$ cat src/rtl/servo_pwm_decoder_if.sv
// Servo PWM decoder bus.
//
// Groups the PWM line fed into the decoder and the decoded results it produces.
//   pwm_in : raw servo PWM line, asynchronous to the decoder clock
//   width  : last measured high width in ticks, saturates at 255
//   pos    : last class, 00 unknown, 01 LEFT, 10 CENTER, 11 RIGHT
//   valid  : one-cycle strobe when width/pos update
//   err    : one-cycle strobe on a malformed pulse or frame
//   lost   : level, no accepted rising edge within the timeout window
//
// master : the side that drives the line and consumes the results
// slave  : the decoder itself
interface servo_pwm_decoder_if;
  logic       pwm_in;
  logic [7:0] width;
  logic [1:0] pos;
  logic       valid;
  logic       err;
  logic       lost;

  modport master (
    output pwm_in,
    input  width,
    input  pos,
    input  valid,
    input  err,
    input  lost
  );

  modport slave (
    input  pwm_in,
    output width,
    output pos,
    output valid,
    output err,
    output lost
  );
endinterface

$ cat src/rtl/servo_pwm_decoder.sv
// Servo PWM decoder.
//
// Samples an incoming servo PWM line on the system clock, measures the high
// width and the rise-to-rise period in ticks, and classifies each pulse as
// LEFT, CENTER or RIGHT. Malformed pulses (stuck high, frames arriving too
// early, widths outside every window) raise a one-cycle err strobe; a missing
// rising edge for TIMEOUT ticks raises the lost level.
//
// Ports:
//   clk : system clock (10 kHz nominal)
//   rst : synchronous reset, active-high
//   bus : servo_pwm_decoder_if slave modport (pwm_in in; width, pos, valid,
//         err, lost out)
//
// A falling edge on pwm_in appears as valid three clock edges later: two
// synchroniser stages plus the registered decode.
module servo_pwm_decoder #(
  parameter int unsigned LEFT_W     = 10,
  parameter int unsigned CENTER_W   = 15,
  parameter int unsigned RIGHT_W    = 20,
  parameter int unsigned TOL        = 1,
  parameter int unsigned MAX_HIGH   = 40,
  parameter int unsigned MIN_PERIOD = 150,
  parameter int unsigned TIMEOUT    = 400,
  parameter int unsigned CW         = 9
) (
  input logic               clk,
  input logic               rst,
  servo_pwm_decoder_if.slave bus
);

  typedef enum logic [1:0] {
    StSync,
    StWaitRise,
    StHigh,
    StLow
  } state_e;

  localparam logic [CW-1:0] MaxHighC   = CW'(MAX_HIGH);
  localparam logic [CW-1:0] MinPeriodC = CW'(MIN_PERIOD);
  localparam logic [CW-1:0] TimeoutC   = CW'(TIMEOUT);

  // ---------------------------------------------------------------------------
  // Helpers
  // ---------------------------------------------------------------------------

  // Increment that sticks at all-ones instead of wrapping.
  function automatic logic [CW-1:0] sat_inc(input logic [CW-1:0] v);
    return (&v) ? v : v + CW'(1);
  endfunction

  // |w - c| <= TOL written without any subtraction that could underflow.
  function automatic logic in_window(input int unsigned w, input int unsigned c);
    return ((w + TOL) >= c) && (w <= (c + TOL));
  endfunction

  // Windows are tested lowest code first so overlapping windows resolve low.
  function automatic logic [1:0] classify(input logic [7:0] w);
    int unsigned wv;
    wv = 32'(w);
    if (in_window(wv, LEFT_W)) begin
      return 2'b01;
    end else if (in_window(wv, CENTER_W)) begin
      return 2'b10;
    end else if (in_window(wv, RIGHT_W)) begin
      return 2'b11;
    end
    return 2'b00;
  endfunction

  // ---------------------------------------------------------------------------
  // Input synchroniser and edge detect
  // ---------------------------------------------------------------------------
  logic sync1_q;
  logic s_q;
  logic s_d_q;
  logic rise;
  logic fall;

  always_ff @(posedge clk) begin
    if (rst) begin
      sync1_q <= 1'b0;
      s_q     <= 1'b0;
      s_d_q   <= 1'b0;
    end else begin
      sync1_q <= bus.pwm_in;
      s_q     <= sync1_q;
      s_d_q   <= s_q;
    end
  end

  assign rise = s_q & ~s_d_q;
  assign fall = ~s_q & s_d_q;

  // The synchroniser flops come out of reset at 0 regardless of the line, so s
  // is not trustworthy for the first two edges. Holding SYNC until the chain
  // has refilled keeps a pulse that was already high at reset release from
  // looking like a fresh low-then-rise.
  logic [1:0] prime_q;
  logic [1:0] prime_d;
  logic       primed;

  assign primed  = (prime_q == 2'd2);
  assign prime_d = primed ? prime_q : prime_q + 2'd1;

  // ---------------------------------------------------------------------------
  // State
  // ---------------------------------------------------------------------------
  state_e        state_q,    state_d;
  logic [CW-1:0] hi_cnt_q,   hi_cnt_d;
  logic [CW-1:0] per_cnt_q,  per_cnt_d;
  logic [CW-1:0] lost_cnt_q, lost_cnt_d;
  logic [7:0]    width_q,    width_d;
  logic [1:0]    pos_q,      pos_d;
  logic          valid_q,    valid_d;
  logic          err_q,      err_d;
  logic          lost_q,     lost_d;

  // Rising edge that starts a new measured frame; also restarts the lost timer.
  logic          accept;
  logic [CW-1:0] hi_inc;
  logic [31:0]   hi_ext;
  logic [7:0]    sat_width;

  assign hi_inc    = sat_inc(hi_cnt_q);
  assign hi_ext    = 32'(hi_cnt_q);
  assign sat_width = (hi_ext > 32'd255) ? 8'hff : hi_ext[7:0];

  // ---------------------------------------------------------------------------
  // Next-state / output decode
  // ---------------------------------------------------------------------------
  always_comb begin
    state_d   = state_q;
    hi_cnt_d  = hi_cnt_q;
    per_cnt_d = per_cnt_q;
    width_d   = width_q;
    pos_d     = pos_q;
    valid_d   = 1'b0;
    err_d     = 1'b0;
    accept    = 1'b0;

    case (state_q)
      StSync: begin
        // Drop whatever pulse is in flight; only a clean low re-arms.
        if (primed && !s_q) begin
          state_d = StWaitRise;
        end
      end

      StWaitRise: begin
        if (rise) begin
          accept = 1'b1;
        end
      end

      StHigh: begin
        if (fall) begin
          width_d   = sat_width;
          pos_d     = classify(sat_width);
          valid_d   = 1'b1;
          err_d     = (pos_d == 2'b00);
          per_cnt_d = sat_inc(per_cnt_q);
          state_d   = StLow;
        end else begin
          hi_cnt_d  = hi_inc;
          per_cnt_d = sat_inc(per_cnt_q);
          if (hi_inc == MaxHighC) begin
            // Stuck high: report once and keep the last good decode.
            err_d   = 1'b1;
            state_d = StSync;
          end
        end
      end

      StLow: begin
        if (rise) begin
          if (per_cnt_q < MinPeriodC) begin
            err_d   = 1'b1;
            state_d = StSync;
          end else begin
            accept = 1'b1;
          end
        end else begin
          per_cnt_d = sat_inc(per_cnt_q);
        end
      end

      default: begin
        state_d = StSync;
      end
    endcase

    if (accept) begin
      hi_cnt_d  = CW'(1);
      per_cnt_d = CW'(1);
      state_d   = StHigh;
    end
  end

  // Loss-of-signal timer runs regardless of the FSM state.
  always_comb begin
    lost_cnt_d = lost_cnt_q;
    if (accept) begin
      lost_cnt_d = '0;
    end else if (lost_cnt_q < TimeoutC) begin
      lost_cnt_d = lost_cnt_q + CW'(1);
    end
    lost_d = valid_d ? 1'b0 : (lost_q | (lost_cnt_d == TimeoutC));
  end

  // ---------------------------------------------------------------------------
  // Registers
  // ---------------------------------------------------------------------------
  always_ff @(posedge clk) begin
    if (rst) begin
      prime_q    <= 2'd0;
      state_q    <= StSync;
      hi_cnt_q   <= '0;
      per_cnt_q  <= '0;
      lost_cnt_q <= '0;
      width_q    <= 8'd0;
      pos_q      <= 2'b00;
      valid_q    <= 1'b0;
      err_q      <= 1'b0;
      lost_q     <= 1'b0;
    end else begin
      prime_q    <= prime_d;
      state_q    <= state_d;
      hi_cnt_q   <= hi_cnt_d;
      per_cnt_q  <= per_cnt_d;
      lost_cnt_q <= lost_cnt_d;
      width_q    <= width_d;
      pos_q      <= pos_d;
      valid_q    <= valid_d;
      err_q      <= err_d;
      lost_q     <= lost_d;
    end
  end

  assign bus.width = width_q;
  assign bus.pos   = pos_q;
  assign bus.valid = valid_q;
  assign bus.err   = err_q;
  assign bus.lost  = lost_q;

  // ---------------------------------------------------------------------------
  // Properties
  // ---------------------------------------------------------------------------
  valid_single_cycle: assert property (@(posedge clk) disable iff (rst) valid_q |=> !valid_q);
  err_single_cycle:   assert property (@(posedge clk) disable iff (rst) err_q |=> !err_q);
  hi_cnt_bounded:     assert property (@(posedge clk) disable iff (rst) hi_cnt_q <= MaxHighC);

endmodule

$ cat src/flat_wrapper.sv
// flat-port wrapper written by rule: the top's interface ports become plain ports
module servo_pwm_decoder_flat 
#(
  parameter int unsigned LEFT_W     = 10,
  parameter int unsigned CENTER_W   = 15,
  parameter int unsigned RIGHT_W    = 20,
  parameter int unsigned TOL        = 1,
  parameter int unsigned MAX_HIGH   = 40,
  parameter int unsigned MIN_PERIOD = 150,
  parameter int unsigned TIMEOUT    = 400,
  parameter int unsigned CW         = 9
)
  (clk, rst, bus_pwm_in, bus_width, bus_pos, bus_valid, bus_err, bus_lost);
  servo_pwm_decoder_if bus_i ();
  input logic clk;
  input logic rst;
  input wire logic [$bits(bus_i.pwm_in)-1:0] bus_pwm_in;
  output wire logic [$bits(bus_i.width)-1:0] bus_width;
  output wire logic [$bits(bus_i.pos)-1:0] bus_pos;
  output wire logic [$bits(bus_i.valid)-1:0] bus_valid;
  output wire logic [$bits(bus_i.err)-1:0] bus_err;
  output wire logic [$bits(bus_i.lost)-1:0] bus_lost;
  assign bus_i.pwm_in = bus_pwm_in;
  assign bus_width = bus_i.width;
  assign bus_pos = bus_i.pos;
  assign bus_valid = bus_i.valid;
  assign bus_err = bus_i.err;
  assign bus_lost = bus_i.lost;
  servo_pwm_decoder #(.LEFT_W(LEFT_W), .CENTER_W(CENTER_W), .RIGHT_W(RIGHT_W), .TOL(TOL), .MAX_HIGH(MAX_HIGH), .MIN_PERIOD(MIN_PERIOD), .TIMEOUT(TIMEOUT), .CW(CW)) u_core (.clk(clk), .rst(rst), .bus(bus_i));
endmodule
$ cat config.mk
export PLATFORM = sky130hd
export DESIGN_NAME = servo_pwm_decoder_flat
export DESIGN_NICKNAME = d
export VERILOG_FILES = /design/src/rtl/servo_pwm_decoder_if.sv /design/src/rtl/servo_pwm_decoder.sv /design/src/flat_wrapper.sv
export SDC_FILE = /design/constraint.sdc
export NUM_CORES = 1
export LEC_CHECK = 0
export CAP_MARGIN = 10
export CORE_MARGIN = 3
export CORE_UTILIZATION = 40
export CTS_CLUSTER_DIAMETER = 60
export DETAILED_ROUTE_END_ITERATION = 6
export PLACE_DENSITY = 0.61
export SETUP_SLACK_MARGIN = 0.2
export SYNTH_ARGS = -nofsm -noshare
export SYNTH_HDL_FRONTEND = slang
export SYNTH_SLANG_ARGS = --single-unit
export TNS_END_PERCENT = 30
$ cat constraint.sdc
create_clock -name clk -period 2.4 [get_ports clk]
set_input_delay 0.36 -clock clk [delete_from_list [all_inputs] [get_ports clk]]
set_output_delay 0.36 -clock clk [all_outputs]
set_load 0.005 [all_outputs]
==> impl_results.md, run 1 <==
* CP Cell Sequence: ha_2 > and4_4 > nand4_1 > a2111oi_2 > a21boi_1 > or3_1 > a21oi_1
* CP max stage cell: dfxtp_2
* Yosys warnings at 0
* Hold Path End: u_core.s_q
* Fin. Hold Viols at 0
* HP Class: flip-flop to flip-flop
* Commonest non-fill, non-tap cell in the layout: nor2_1
* Status: finished, final reports clean
* Diode count at 0
* Hold path depth at 1
* Final Non-Filler Cells at 398
* Post-DRT Antenna Nets at 0
* Req. time, crit path at 2.63 ns
* Sw power at 0.435 mW
* Reg clk slew, reported paths at 0.08 ns
* Largest area contributor in the netlist: dfxtp_1
* Clk Latency, worst-skew pair at 0.30 ns
* Syn_nets at 324
* Grt ovf at 0
* Post-synthesis async set-or-reset flop share at 0%
* Vias post-DR at 2144
* HP Start: u_core.sync1_q
* Die height at 85.7 um
* Clock Skews at 0.00864 ns
* Placed instance count at 391
* Final worst-path cycle share at 86.6%
* Post-layout util at 49.1%
* Crit-path max FO at 6
* CP top delay family: simple AND/OR/NAND/NOR gates
* Wirelength per Cell at 13.7 um
* Minimum clock period at 2.08 ns
* Clock share of power at 34.0%
* Worst vdd ir at 0.255 mV
* Max incr delay on CP at 0.40 ns
* # IOs at 16
* Sequential area share after synthesis at 37.0%
* Largest net degree at the start of global routing at 16
* Hold_ws at 0.444 ns
* Comb power frac at 14.7%
* Fmax at 481 MHz
* Capturing point of the worst reg2reg path: u_core.state_q[0]
* Die X at 85.7 um
* Vias in the first global route at 2014
* GPL Wtd Cong at 0.854
* Internal power at 1.23 mW
* Vias per std cell at 5.39
* Sw Ratio at 26.1%
* FF-to-FF setup slack at 0.32 ns
* Slew headroom at 63.8%
* Syn Area/Cell at 8.28 sq um
* Root Buffer: clkbuf_8
* Post-layout nets at 340
* Distinct cells, synth at 52
* Initial Utilization at 42.2%
* Hold Buf Count CTS at 0
* Post-Syn Instances at 307
* Post-CTS Setup Inserts at 0
* GRT Total Usage at 16.2%
* Main flop type after synthesis: dfxtp_1
* Crit. End Element: flip-flop
* Max Cap Viol at 0
* Pleak at 1.09 nW
* Bufs and invs on worst path at 0
* Die Footprint at 7350 sq um
* Sum of negative setup slack at 0 ns
* Worst-case reg-to-reg path depth at 7
* Reg-to-reg startpoint: u_core.hi_cnt_q[1]
* Detailed-placement wirelength estimate at 3.98 mm
* Number of synthesized register bits at 47
* Starting DRT DRC Count at 111
* First-pass GRT wire length at 9.73 mm
* CP Class: flip-flop to flip-flop
* Setup violations, final at 0
* Synth Cell Area at 2540 sq um
* Final wirelength at 5.45 mm
* Max Root-Sink Buffers at 2
* RSZ-0062 raised after global routing: true
* Synth top area share at 37.0%
* Reg power frac at 51.3%
* Slew Limit Fails at 0
* TritonCTS Buffers at 5
* Commonest cells after routing, fill and taps aside: nor2_1, dfxtp_1, nand2_1
* Number of flops mapped to enable cells by yosys at 0
* Pwr dens at 563 nW/um^2
* Initial antenna violation count at 0
* Core ar. at 6030 sq um
* CP Data Arrival Time at 2.31 ns
* CTS sink cnt at 47
* Crit start category: flip-flop
* Drt first pass iters at 4
* Port buffer count at 15
* Top post-synthesis cells by area: dfxtp_1, nor2_1, ha_1, xor2_1, nand2_1
* Num rows at 28
* Share of layout cells above drive strength 1 at 9.91%
* CTS tree: done
* Slew at the pin closest to its max-slew limit at 0.543 ns
* H-tree levels at 2
* DR DRC count at 0
* Area Overhead vs Synth at 16.4%
synthesized netlist by cell type, types with 2 or more instances:
cell      number
a31oi_1        2
xor2_1        11
nand3_1       12
xnor2_1        8
and3_1         5
ha_1          14
inv_1          9
nand2b_1       3
a21oi_1       13
a21boi_0       3
a21o_1         2
mux2i_1        5
buf_2          3
nand4b_1       2
and4b_1        2
and2_1         2
a211oi_1       8
o31ai_1        3
nor2_1        51
dfxtp_1       47
o22ai_1        2
nand4_1       10
nor3_1        15
nor4_1         3
nand2_1       20
o21bai_1       2
or3_1          3
a21boi_1       2
o21ai_0        4
clkbuf_1      12
nand3b_1       3
nor2b_1        4
nor3b_1        2
and4_1         2
through the flow:
step                      instance area (sq um)  setup WS, ns  power (mW)
after floorplan                            2570         0.215        1.05
after global placement                     2830         0.257        1.11
after detailed placement                   2830         0.193        1.12
after CTS                                  2930         0.213        1.69
after global routing                       2960         0.197        1.77
final                                      2960         0.321        1.67
worst max path at each step:
stage | slack, ns | startpoint | cells past startpoint | end
floorplan | 0.21 | u_core.hi_cnt_q[8] | 12 | u_core.bus.pos[0]
global placement | 0.26 | u_core.hi_cnt_q[0] | 7 | u_core.state_q[0]
detailed placement | 0.19 | u_core.hi_cnt_q[0] | 7 | u_core.state_q[0]
CTS | 0.21 | u_core.hi_cnt_q[1] | 7 | u_core.state_q[0]
global route | 0.20 | u_core.hi_cnt_q[1] | 7 | u_core.state_q[0]
finish | 0.32 | u_core.hi_cnt_q[1] | 7 | u_core.state_q[0]
layer usage:
| metal | part of all wire, % | routed length [um] | global-route usage (%) |
|---|---|---|---|
| met3 | 4.3 | 235 | 3.36 |
| met1 | 51 | 2760 | 24.0 |
| met4 | 1.2 | 68 | 4.89 |
| met5 | 0 | 0 | 0 |
| met2 | 44 | 2380 | 23.4 |
power groups by stage:
stage          Sequential, mW  Clock, mW  Combinational, mW
2_1_floorplan           0.863          0              0.188
3_3_place_gp            0.870          0              0.238
3_5_place_dp            0.873          0              0.244
4_1_cts                 0.855      0.585              0.247
5_1_grt                 0.860      0.617              0.290
6_report                0.855      0.566              0.245
kinds of logic (layout without fill, tap and decap cells):
family,after synthesis,after routing,synth area share [%]
buffers and inverters,27,43,4.48
xor gates and xnor gates,19,19,6.55
AOI/OAI and AO/OA,52,52,14.7
DFF,47,47,37.0
adders and majority gates,14,14,6.89
and+or+nand+nor,143,143,28.4
muxes,5,5,1.97
area by class of cell:
| class | count | area [sq um] |
|---|---|---|
| inverters | 9 | 33.8 |
| clock buffers | 6 | 72.6 |
| multi-input cells | 233 | 1530 |
| flip-flops and latches | 47 | 947 |
| fillers | 581 | 3070 |
| repair buffers | 27 | 253 |
| clock inverters | 1 | 30.0 |
| well taps | 75 | 93.8 |
worst register-to-register path, delay by kind of cell, from the launching register on:
kind	cells	cell delay [ns]
and+or+nand+nor	3	0.77
AOI/OAI and AO/OA	3	0.61
DFF	1	0.40
adders and majority gates	1	0.23
timing repair:
item,in CTS,in global routing
endpoints found under the setup margin,1,5
resized for setup,1,8
pin swaps,0,1
registers in the layout (all words and copies together) (netlist names), 2 cells and up:
| signal | count |
|---|---|
| u_core.bus.pos | 2 |
| u_core.bus.width | 8 |
| u_core.hi_cnt_q | 9 |
| u_core.lost_cnt_q | 9 |
| u_core.per_cnt_q | 9 |
| u_core.prime_q | 2 |
| u_core.state_q | 2 |
No activity file was read; power rests on OpenSTA's default activity.
==> inputs of run 2 (changes only) <==
--- a/config.mk
+++ b/config.mk
@@ -7,10 +7,10 @@
 export LEC_CHECK = 0
 export CAP_MARGIN = 10
 export CORE_MARGIN = 3
-export CORE_UTILIZATION = 40
+export CORE_UTILIZATION = 53
 export CTS_CLUSTER_DIAMETER = 60
 export DETAILED_ROUTE_END_ITERATION = 6
-export PLACE_DENSITY = 0.61
+export PLACE_DENSITY = 0.76
 export SETUP_SLACK_MARGIN = 0.2
 export SYNTH_ARGS = -nofsm -noshare
 export SYNTH_HDL_FRONTEND = slang
==> impl_results.md, run 2 (synthesized netlist as in run 1, its figures left out) <==
* CP Cell Sequence: ha_1 > and4_4 > a21o_1 > a2111oi_2 > a21boi_1 > or3_1 > a21oi_1
* First-pass GRT wire length at 8.80 mm
* Req. time, crit path at 2.63 ns
* Commonest cells after routing, fill and taps aside: nor2_1, dfxtp_1, nand2_1
* Post-CTS Setup Inserts at 0
* Crit-path max FO at 7
* Diode count at 0
* Crit start category: flip-flop
* Max Root-Sink Buffers at 2
* Sum of negative setup slack at 0 ns
* Slew at the pin closest to its max-slew limit at 0.498 ns
* Post-layout nets at 338
* DR DRC count at 0
* Tot Pwr at 1.69 mW
* FF-to-FF setup slack at 0.25 ns
* Vias per std cell at 5.78
* Placed instance count at 366
* Detailed-placement wirelength estimate at 3.68 mm
* Post-DRT Antenna Nets at 0
* H-tree levels at 2
* Initial antenna violation count at 0
* Worst-case reg-to-reg path depth at 7
* GPL Wtd Cong at 0.842
* Drt first pass iters at 4
* TritonCTS Buffers at 5
* Commonest non-fill, non-tap cell in the layout: nor2_1
* HP Start: u_core.sync1_q
* Setup violations, final at 0
* Hold_ws at 0.464 ns
* Initial Utilization at 56.4%
* CTS sink cnt at 47
* Final Non-Filler Cells at 374
* Wirelength per Cell at 14.1 um
* Final worst slack at 0.252 ns
* Fin. Hold Viols at 0
* Die Footprint at 5660 sq um
* Pre-CTS setup slack at 0.166 ns
* Sequential Area at 943 sq um
* Max Cap Viol at 0
* Num rows at 24
* Pwr dens at 578 nW/um^2
* Pleak at 1.09 nW
* Max incr delay on CP at 0.39 ns
* Starting DRT DRC Count at 156
* CP max stage cell: a2111oi_2
* Hold Path End: u_core.s_q
* Port buffer count at 15
* Bufs and invs on worst path at 0
* Multi-input logic area at 1530 sq um
* Filler Cell Count at 399
* Die X at 75.2 um
* CP top delay family: compound AO/OA/AOI/OAI gates
* Reg-to-reg startpoint: u_core.hi_cnt_q[0]
* Die height at 75.2 um
* Area Overhead vs Synth at 15.1%
* Status: finished, final reports clean
* Root Buffer: clkbuf_8
* Minimum clock period at 2.15 ns
* HP Class: flip-flop to flip-flop
* Core ar. at 4500 sq um
* GRT Total Usage at 19.5%
* Slew headroom at 66.6%
* Fmax at 466 MHz
* Top Registers: u_core.hi_cnt_q (9), u_core.lost_cnt_q (9), u_core.per_cnt_q (9)
* Vias post-DR at 2160
* CP Data Arrival Time at 2.38 ns
* Crit. End Element: flip-flop
* Worst vdd ir at 0.282 mV
* Vias in the first global route at 1941
* CTS tree: done
* Capturing point of the worst reg2reg path: u_core.state_q[0]
* Share of layout cells above drive strength 1 at 9.63%
* RSZ-0062 raised after global routing: true
* Final wirelength at 5.28 mm
* Grt ovf at 0
* Reg clk slew, reported paths at 0.09 ns
* Final worst-path cycle share at 89.5%
* Clock Skews at 0.00544 ns
* Largest net degree at the start of global routing at 21
* # IOs at 16
* CP Class: flip-flop to flip-flop
* Slew Limit Fails at 0
* Clk Latency, worst-skew pair at 0.30 ns
* Hold path depth at 1
[run 2: timing repair]
item / 4_1_cts / 5_1_grt
resized for setup: 2 / 4
endpoints found under the setup margin: 2 / 4
hold buffers: 0 / 0
[run 2: power by group]
part | total (mW) | switching, mW | leakage, nW | internal [mW]
Combinational | 0.241 | 0.135 | 0.648 | 0.106
Clock | 0.596 | 0.280 | 0.0587 | 0.316
Sequential | 0.853 | 0.0344 | 0.381 | 0.818
[run 2: per-layer routing]
metal	up-vias	part of all wire [%]	track usage, %
li1	1120	-	-
met2	38	45	31.1
met5	-	0	0
met3	4	3.1	2.80
met4	0	0.79	5.83
met1	998	51	27.4
[run 2: worst max-delay path by stage]
stage / from / to / depth (start not counted)
final: u_core.hi_cnt_q[0] / u_core.state_q[0] / 7
after detailed placement: u_core.hi_cnt_q[0] / u_core.bus.pos[1] / 9
after floorplan: u_core.hi_cnt_q[8] / u_core.bus.pos[0] / 12
after global placement: u_core.hi_cnt_q[0] / u_core.state_q[0] / 7
after global routing: u_core.hi_cnt_q[0] / u_core.state_q[0] / 7
after CTS: u_core.hi_cnt_q[8] / u_core.bus.pos[1] / 9
[run 2: area by class of cell]
cell class              instances  share of cell area, %
clock buffers                   5                   2.35
inverters                       9                   1.16
flip-flops and latches         47                   32.3
clock inverters                 3                   1.63
multi-input cells             233                   52.2
repair buffers                 25                   8.13
well taps                      52                   2.23
[run 2: stage by stage]
stage | instance area, sq um | utilization (%)
3_3_place_gp | 2780 | 61.8
5_1_grt | 2920 | 64.9
3_5_place_dp | 2780 | 61.8
4_1_cts | 2900 | 64.4
2_1_floorplan | 2570 | -
6_report | 2920 | 64.9
